File: src/rtl/pcie_bar_responder.sv
// pcie_bar_responder: BAR target executing one register access at a time with a response channel
module pcie_bar_responder #(
    parameter int          NUM_REGS = 16,
    parameter logic [31:0] DEV_ID   = 32'h1A2B_0001
) (
    input  logic        clk,
    input  logic        rst_n,
    input  logic        tl_bar_vld,
    output logic        tl_bar_rdy,
    input  logic [5:0]  tl_bar_adr,
    input  logic        tl_bar_wr,
    input  logic [31:0] tl_bar_wdata,
    input  logic [3:0]  tl_bar_wstrb,
    output logic        tl_bar_rsp_vld,
    input  logic        tl_bar_rsp_rdy,
    output logic [31:0] tl_bar_rdata,
    output logic [1:0]  tl_bar_rresp,
    output logic        int_req,
    output logic [7:0]  gpios_out
);
    localparam int IW = (NUM_REGS > 1) ? $clog2(NUM_REGS) : 1;

    typedef enum logic [1:0] {IDLE, ACCESS, RESP} state_t;

    state_t      state_q, state_d;
    logic [5:0]  adr_q, adr_d;
    logic        wr_q, wr_d;
    logic [31:0] wdata_q, wdata_d;
    logic [3:0]  wstrb_q, wstrb_d;
    logic [31:0] rdata_q, rdata_d;
    logic [1:0]  rresp_q, rresp_d;
    logic        int_q, int_d;
    logic [31:0] acc_cnt_q, acc_cnt_d;
    logic [31:0] regs_q [NUM_REGS];
    logic [31:0] regs_d [NUM_REGS];
    logic        in_range, writable;
    logic [31:0] rd_val;

    assign in_range = {1'b0, adr_q} < 7'(NUM_REGS);
    assign writable = in_range && (adr_q == 6'd1 || adr_q >= 6'd4);
    // Registers 0, 2 and 3 are never stored; their read values come from constants or the counter
    assign rd_val = !in_range      ? 32'h0 :
                    adr_q == 6'd0  ? DEV_ID :
                    adr_q == 6'd2  ? 32'h0 :
                    adr_q == 6'd3  ? acc_cnt_q :
                    regs_q[adr_q[IW-1:0]];

    assign tl_bar_rdy     = rst_n && state_q == IDLE;
    assign tl_bar_rsp_vld = state_q == RESP;
    assign tl_bar_rdata   = rdata_q;
    assign tl_bar_rresp   = rresp_q;
    assign int_req        = int_q;
    assign gpios_out      = regs_q[1][7:0];

    // Request capture, single-cycle register access and response handshake
    always_comb begin
        state_d   = state_q;
        adr_d     = adr_q;
        wr_d      = wr_q;
        wdata_d   = wdata_q;
        wstrb_d   = wstrb_q;
        rdata_d   = rdata_q;
        rresp_d   = rresp_q;
        acc_cnt_d = acc_cnt_q;
        regs_d    = regs_q;
        int_d     = 1'b0;
        case (state_q)
            IDLE: begin
                if (tl_bar_vld) begin
                    adr_d   = tl_bar_adr;
                    wr_d    = tl_bar_wr;
                    wdata_d = tl_bar_wdata;
                    wstrb_d = tl_bar_wstrb;
                    state_d = ACCESS;
                end
            end
            ACCESS: begin
                state_d = RESP;
                rdata_d = wr_q ? 32'h0 : rd_val;
                rresp_d = (!in_range || (wr_q && !writable && adr_q != 6'd2)) ? 2'b10 : 2'b00;
                int_d   = wr_q && in_range && adr_q == 6'd2 && |wstrb_q;
                if (wr_q && writable)
                    for (int i = 0; i < 4; i++)
                        if (wstrb_q[i]) regs_d[adr_q[IW-1:0]][8*i +: 8] = wdata_q[8*i +: 8];
            end
            RESP: begin
                if (tl_bar_rsp_rdy) begin
                    acc_cnt_d = acc_cnt_q + 32'd1;
                    state_d   = IDLE;
                end
            end
            default: state_d = IDLE;
        endcase
    end

    // State registers; reset aborts any pending response
    always_ff @(posedge clk or negedge rst_n) begin
        if (!rst_n) begin
            state_q   <= IDLE;
            adr_q     <= '0;
            wr_q      <= 1'b0;
            wdata_q   <= '0;
            wstrb_q   <= '0;
            rdata_q   <= '0;
            rresp_q   <= '0;
            int_q     <= 1'b0;
            acc_cnt_q <= '0;
            regs_q    <= '{default: '0};
        end else begin
            state_q   <= state_d;
            adr_q     <= adr_d;
            wr_q      <= wr_d;
            wdata_q   <= wdata_d;
            wstrb_q   <= wstrb_d;
            rdata_q   <= rdata_d;
            rresp_q   <= rresp_d;
            int_q     <= int_d;
            acc_cnt_q <= acc_cnt_d;
            regs_q    <= regs_d;
        end
    end
endmodule
File: config.mk
export PLATFORM = sky130hd
export DESIGN_NAME = pcie_bar_responder
export DESIGN_NICKNAME = d
export VERILOG_FILES = /design/src/rtl/pcie_bar_responder.sv
export SDC_FILE = /design/constraint.sdc
export NUM_CORES = 1
export LEC_CHECK = 0
export CORE_MARGIN = 4
export CORE_UTILIZATION = 50
export CTS_CLUSTER_DIAMETER = 60
export DETAILED_ROUTE_END_ITERATION = 8
export HOLD_SLACK_MARGIN = 0.12
export PLACE_DENSITY = 0.68
export SLEW_MARGIN = 20
export SYNTH_ARGS = -nofsm -noshare
export SYNTH_HDL_FRONTEND = slang
export SYNTH_SLANG_ARGS = --single-unit
File: constraint.sdc
create_clock -name clk -period 3.8 [get_ports clk]
set_clock_uncertainty 0.15 [all_clocks]
set_input_delay 0.57 -clock clk [delete_from_list [all_inputs] [get_ports clk]]
set_output_delay 0.57 -clock clk [all_outputs]
set_load 0.1 [all_outputs]
==> results of run 1 <==
-- per-layer routing --
| layer | up-vias | GRT usage |
|---|---|---|
| met1 | 8316 | 0.318 |
| met5 | - | 0 |
| met2 | 383 | 0.356 |
| met4 | 0 | 0.0610 |
| met3 | 74 | 0.0464 |
| li1 | 6853 | - |
-- where the power goes --
part           switching (mW)  total [mW]  internal (mW)
clock network            2.60        6.66           4.06
logic                    2.63        4.82           2.19
registers                1.53        9.12           7.59
total                    6.77        20.6           13.8
-- through the flow --
step / hold WS [ns] / utilization / setup slack, ns
floorplan: 0.124 / - / 0.328
global placement: 0.210 / 0.531 / 0.144
detailed placement: 0.212 / 0.531 / 0.278
CTS: 0.225 / 0.574 / 0.281
global route: 0.227 / 0.574 / 0.123
finish: 0.220 / 0.574 / 0.185
-- flip-flops by register name, summed over array words and instances (netlist names) --
signal,cells
gpios_out,8
tl_bar_rresp,1
acc_cnt_q,32
wstrb_q,4
wdata_q,32
state_q,2
adr_q,6
int_req,1
wr_q,1
tl_bar_rdata,32
regs_q,504
-- cell usage in the layout, fill, tap and decap left out, types with 31 or more instances in the layout --
master / Yosys / routed
sky130_fd_sc_hd__mux2i_1: 99 / 99
sky130_fd_sc_hd__nor2_1: 38 / 38
sky130_fd_sc_hd__dfrtp_1: 623 / 619
sky130_fd_sc_hd__nand2_1: 73 / 73
sky130_fd_sc_hd__clkbuf_16: 0 / 73
sky130_fd_sc_hd__o22ai_1: 31 / 31
sky130_fd_sc_hd__clkdlybuf4s50_1: 0 / 88
sky130_fd_sc_hd__o21ai_0: 48 / 48
sky130_fd_sc_hd__buf_4: 18 / 53
sky130_fd_sc_hd__mux2_2: 424 / 424
sky130_fd_sc_hd__mux4_2: 90 / 90
sky130_fd_sc_hd__mux2_1: 38 / 38
-- worst paths after layout --
path / start / endpoint / cells past startpoint
setup / recovery: adr_q[1] / tl_bar_rdata[17] / 6
hold / removal: regs_q[439] / regs_q[439] / 0
setup reg to reg: adr_q[1] / tl_bar_rdata[17] / 6
hold reg to reg: regs_q[439] / regs_q[439] / 0
max in group asynchronous: rst_n / regs_q[172] / 3
min in group asynchronous: rst_n / gpios_out[2] / 2
-- final cells by class --
class	count	area (µm²)
Sequential cell	623	15600
Timing Repair Buffer	150	1440
Clock buffer	95	2030
Clock inverter	25	253
Tap cell	696	871
Fill cell	4214	22900
Multi-Input combinational cell	1055	10700
Inverter	4	15.0
-- critical path, cell delays in order, from the launching register on --
cell	delay, ns
sky130_fd_sc_hd__dfrtp_4	0.86
sky130_fd_sc_hd__buf_4	0.47
sky130_fd_sc_hd__mux4_2	0.37
sky130_fd_sc_hd__mux2i_1	0.25
sky130_fd_sc_hd__nor2_1	0.07
sky130_fd_sc_hd__a2111oi_0	1.02
sky130_fd_sc_hd__o21ai_0	0.24
-- logic make-up after synthesis --
group / synth area share
AOI/OAI and AO/OA: 0.0360
xor gates and xnor gates: 0.00998
adders and majority gates: 0.000460
buffers and inverters: 0.0355
DFF: 0.573
muxes: 0.302
other: 0.000138
and+or+nand+nor: 0.0431
==> impl_metrics.toml, run 1 <==
[worst_setup_path]
cp_data_required_time_ns = 4.06
setup.reg_to_reg.worst_slack_ns = 0.19
critical_path.endpoint_type = "flop"
critPathLaunchType = "flop"
critical_path_class = "reg2reg"
crit_path_max_fanout = 40
cp_data_arrival_time_ns = 3.87

[layout]
final_cells = 2648
layout.cell_area.non_filler_um2 = 30900
insertedDiodeCount = 0
area_delta_synth_final_pct = 13.5
fraction_of_layout_cells_with_a_size_suffix_above_1 = 0.369
nets = 1949

[sta]
achievable-frequency_ghz = 0.277
final.setup.tns_ns = 0
slew-limit-headroom = 0.164
final.min_clock_period_ns = 3.61
setup_repair_after_global_routing_missed_its_margin = "false"
finalCritPeriodShare = 0.951
finalSetupViolations = 0
tightest_slew_ns = 1.22
timing_hold_violations_final = 0
final_max_slew_viol_count = 0

[yosys]
asyncSetResetFlopFracSynth = 1.00
syn_nets = 1952
synth.most_common_cell = "sky130_fd_sc_hd__dfrtp_1"
syn_inst = 1904
part_of_the_yosys_area_used_for_sequential_elements = 0.573
syn-cell-area_um2 = 27200
synth.area.top_cells = "sky130_fd_sc_hd__dfrtp_1 57%, sky130_fd_sc_hd__mux2_2 18%, sky130_fd_sc_hd__mux4_2 7.4%, sky130_fd_sc_hd__mux2i_1 3.6%, sky130_fd_sc_hd__clkbuf_1 2.3%"
yosysTopAreaCell = "sky130_fd_sc_hd__dfrtp_1"
synth_cell_type_count = 52
number_of_flops_mapped_to_enable_cells_by_yosys = 0
ys_top_cells_by_count = "623 x sky130_fd_sc_hd__dfrtp_1, 424 x sky130_fd_sc_hd__mux2_2, 169 x sky130_fd_sc_hd__clkbuf_1"
yosys_most_used_dff = "sky130_fd_sc_hd__dfrtp_1"
synth_seq_cells = 623
yosys_top_cell_area_share = 0.573
average_size_of_a_mapped_cell_um2 = 14.3
yosysWarnings = 0

[clock_network]
worst_setup_hold_path_clk_slew_ns = 0.06
cts_post_setup_buffers_inserted = 0
clock_tree.htree_level_count = 3
buffer_depth_of_the_longest_clock_path = 3
number_of_gates_resized_after_cts = 0
clk_root_buffer_cell = "sky130_fd_sc_hd__clkbuf_16"
cts-buffers-inserted = 67
postCtsHoldBufs = 1
numClockSinks = 623
worstSkewPairLatency_ns = 0.59
cts_tree = "yes"

[route]
dr.pass1.iters = 5
drc = 0
vias = 15600
highest-signal-layer = "met4"
final_antenna_net_count = 0
drtIter0Drc = 1170
route.detailed.vias_per_inst = 5.90
detailroute.wirelength.met2_um = 29900
wirelength_um = 63400
drt-wirelength-per-cell_um = 23.9
met3_length_um = 3480
wirelength_met1_um = 28700

[floorplan]
die-height_um = 241
die_area_um2 = 58200
coreArea_um2 = 53800
num_rows = 85
fp.dieW_um = 241
initial_utilization = 0.506
ioPinCount = 92

[grt]
gr-usage-all-layers = 0.224
grt_pass1_wl_um = 99600
grt_start_max_net_pins = 153
grt_pass1_vias = 16600
gr-total-overflow = 0
initial_antenna_violation_count = 1

[placement]
numPortBuffers = 90
globalplace.congestion = 0.833
hpwlAfterDp_um = 41600
placement.cell_area_um2 = 28600
numPlacedInstances = 2527

[pwr]
power_leakage_nw = 14.8
final_total_pwr_mw = 20.6
power_density_nw_per_um2 = 667
vdd_drop_max_mv = 0.360

[status]
status = "complete, no violations"

[worst_hold_path]
hold_path_class = "reg2reg"

[job]
timing.max_cap.violations = 0
Power figures use the tool's default switching activity.
==> run 2, diff against run 1 <==
- SLEW_MARGIN: 20 -> 15
- clock period: 3.8 -> 4.54 ns (I/O delays scaled with it)
==> impl_metrics.toml, run 2 (synthesis results as in run 1) <==
[clock_network]
clk_root_buffer_cell = "sky130_fd_sc_hd__clkbuf_16"
numClockSinks = 623
cts-buffers-inserted = 68
worstSkewPairLatency_ns = 0.59
cts_tree = "yes"
buffer_depth_of_the_longest_clock_path = 3
cts_post_setup_buffers_inserted = 0
worst_setup_hold_path_clk_slew_ns = 0.06
clock_tree.htree_level_count = 3

[worst_setup_path]
worstReg2RegEnd = "tl_bar_rdata[25]"
critical_path.endpoint_type = "flop"
r2r_start = "adr_q[0]"
setup.reg_to_reg.worst_slack_ns = 0.96
critical_path_class = "reg2reg"
slowest_delay_ns = 1.03
worstRegToRegCells = 6
cp_data_arrival_time_ns = 3.86
crit_path_max_fanout = 49
library_cell_contributing_the_largest_single_delay_on_the_critical_path = "sky130_fd_sc_hd__dfrtp_4"
cp_data_required_time_ns = 4.82
critPathLaunchType = "flop"
timing.critical_path.cells = "buf_12 -> mux4_2 -> mux2i_1 -> nor2_1 -> a2111oi_0 -> o21ai_0"

[layout]
insertedDiodeCount = 0
layout_common_cells = "619 x sky130_fd_sc_hd__dfrtp_1, 424 x sky130_fd_sc_hd__mux2_2, 99 x sky130_fd_sc_hd__mux2i_1, 90 x sky130_fd_sc_hd__mux4_2, 88 x sky130_fd_sc_hd__clkdlybuf4s50_1"
nets = 1919
final_cells = 2618
fillers = 4241
regMostFlops = "regs_q"
register_area_um2 = 15600
fraction_of_layout_cells_with_a_size_suffix_above_1 = 0.360
multi_input_comb_area_um2 = 10700
largest_register_ff_count = 504
final_common_cell = "sky130_fd_sc_hd__dfrtp_1"
layout.cell_area.non_filler_um2 = 30700
area_delta_synth_final_pct = 12.9

[sta]
setup_repair_after_global_routing_missed_its_margin = "false"
finalCritPeriodShare = 0.788
achievable-frequency_ghz = 0.279
final.min_clock_period_ns = 3.58
final.hold.worst_slack_ns = 0.220
slew-limit-headroom = 0.266
timing_hold_violations_final = 0
tightest_slew_ns = 1.09
final.setup.tns_ns = 0
final_max_slew_viol_count = 0
finalSetupViolations = 0

[route]
route.detailed.vias_per_inst = 5.99
vias = 15700
final_antenna_net_count = 0
dr.pass1.iters = 6
wirelength_um = 65800
drtIter0Drc = 1054
drc = 0
drt-wirelength-per-cell_um = 25.1

[grt]
initial_antenna_violation_count = 1
grt_pass1_wl_um = 102000
grtUsageMet3 = 0.0508
grt_start_max_net_pins = 119
gr-usage-all-layers = 0.232
grt_pass1_vias = 16500
grt_most_used_layer = "met2"
gr-total-overflow = 0
grt.met2_usage = 0.354
groute.layer.met1.usage = 0.336

[pwr]
final_total_pwr_mw = 17.2
power_leakage_nw = 14.7
vdd_drop_max_mv = 0.347
power_density_nw_per_um2 = 561

[worst_hold_path]
hold_path_class = "reg2reg"
hold_critical_path_endpoint = "regs_q[418]"
min_path_cells = 0
worst_hold_startpoint = "regs_q[418]"

[job]
timing.max_cap.violations = 0

[floorplan]
fp.dieW_um = 241
die-height_um = 241
num_rows = 85
coreArea_um2 = 53800
initial_utilization = 0.506
die_area_um2 = 58200
ioPinCount = 92

[placement]
globalplace.congestion = 0.830
placement.cell_area_um2 = 28400
numPortBuffers = 90
numPlacedInstances = 2496
hpwlAfterDp_um = 42100

[status]
status = "complete, no violations"
## run 2: how the worst max path moves through the flow
| stage | start | end | slack [ns] | depth (start not counted) |
|---|---|---|---|---|
| final | adr_q[0] | tl_bar_rdata[25] | 0.96 | 6 |
| after global placement | adr_q[0] | tl_bar_rdata[25] | 0.90 | 6 |
| after detailed placement | adr_q[0] | tl_bar_rdata[25] | 0.88 | 6 |
| after global routing | adr_q[0] | tl_bar_rdata[25] | 0.80 | 6 |
| after floorplan | rst_n | tl_bar_rdy | 0.85 | 1 |
| after CTS | adr_q[0] | tl_bar_rdata[25] | 0.87 | 6 |
## run 2: what timing repair did
item,in CTS,in global routing
hold buffers,1,0
setup endpoints to repair,0,0
resized for setup,0,0
endpoints found under the hold margin,54,0
## run 2: worst max-delay path, delay by kind of cell, from the launching register on
family / cells / cell delay [ns]
AO/OA/AOI/OAI: 2 / 1.05
flip-flops: 1 / 1.03
buffers and inverters: 1 / 0.42
multiplexers: 2 / 0.71
AND/OR/NAND/NOR: 1 / 0.05
## run 2: metrics by stage
| step | worst slack [ns] | utilization |
|---|---|---|
| 5_1_grt | 0.803 | 0.571 |
| 3_3_place_gp | 0.902 | 0.527 |
| 4_1_cts | 0.871 | 0.571 |
| 6_report | 0.961 | 0.571 |
| 3_5_place_dp | 0.883 | 0.527 |
| 2_1_floorplan | 0.846 | - |
## run 2: report_power, final
group          switching [mW]  internal, mW
clock network            2.22          3.53
registers                1.36          6.35
logic                    2.06          1.71
total                    5.64          11.6
## run 2: area by class of cell
type	instances	share of cell area
Timing Repair Buffer	119	0.0394
Sequential cell	623	0.508
Clock inverter	23	0.00978
Tap cell	696	0.0284
Multi-Input combinational cell	1055	0.347
Clock buffer	98	0.0667
Inverter	4	0.000489
## run 2: routing by layer
layer / wire length (µm) / vias to the layer above / part of all wire
li1: - / 6804 / -
met1: 29400 / 8304 / 0.45
met2: 30300 / 456 / 0.46
met3: 4150 / 119 / 0.063
met4: 1950 / 2 / 0.030
met5: 13 / - / 0.00020
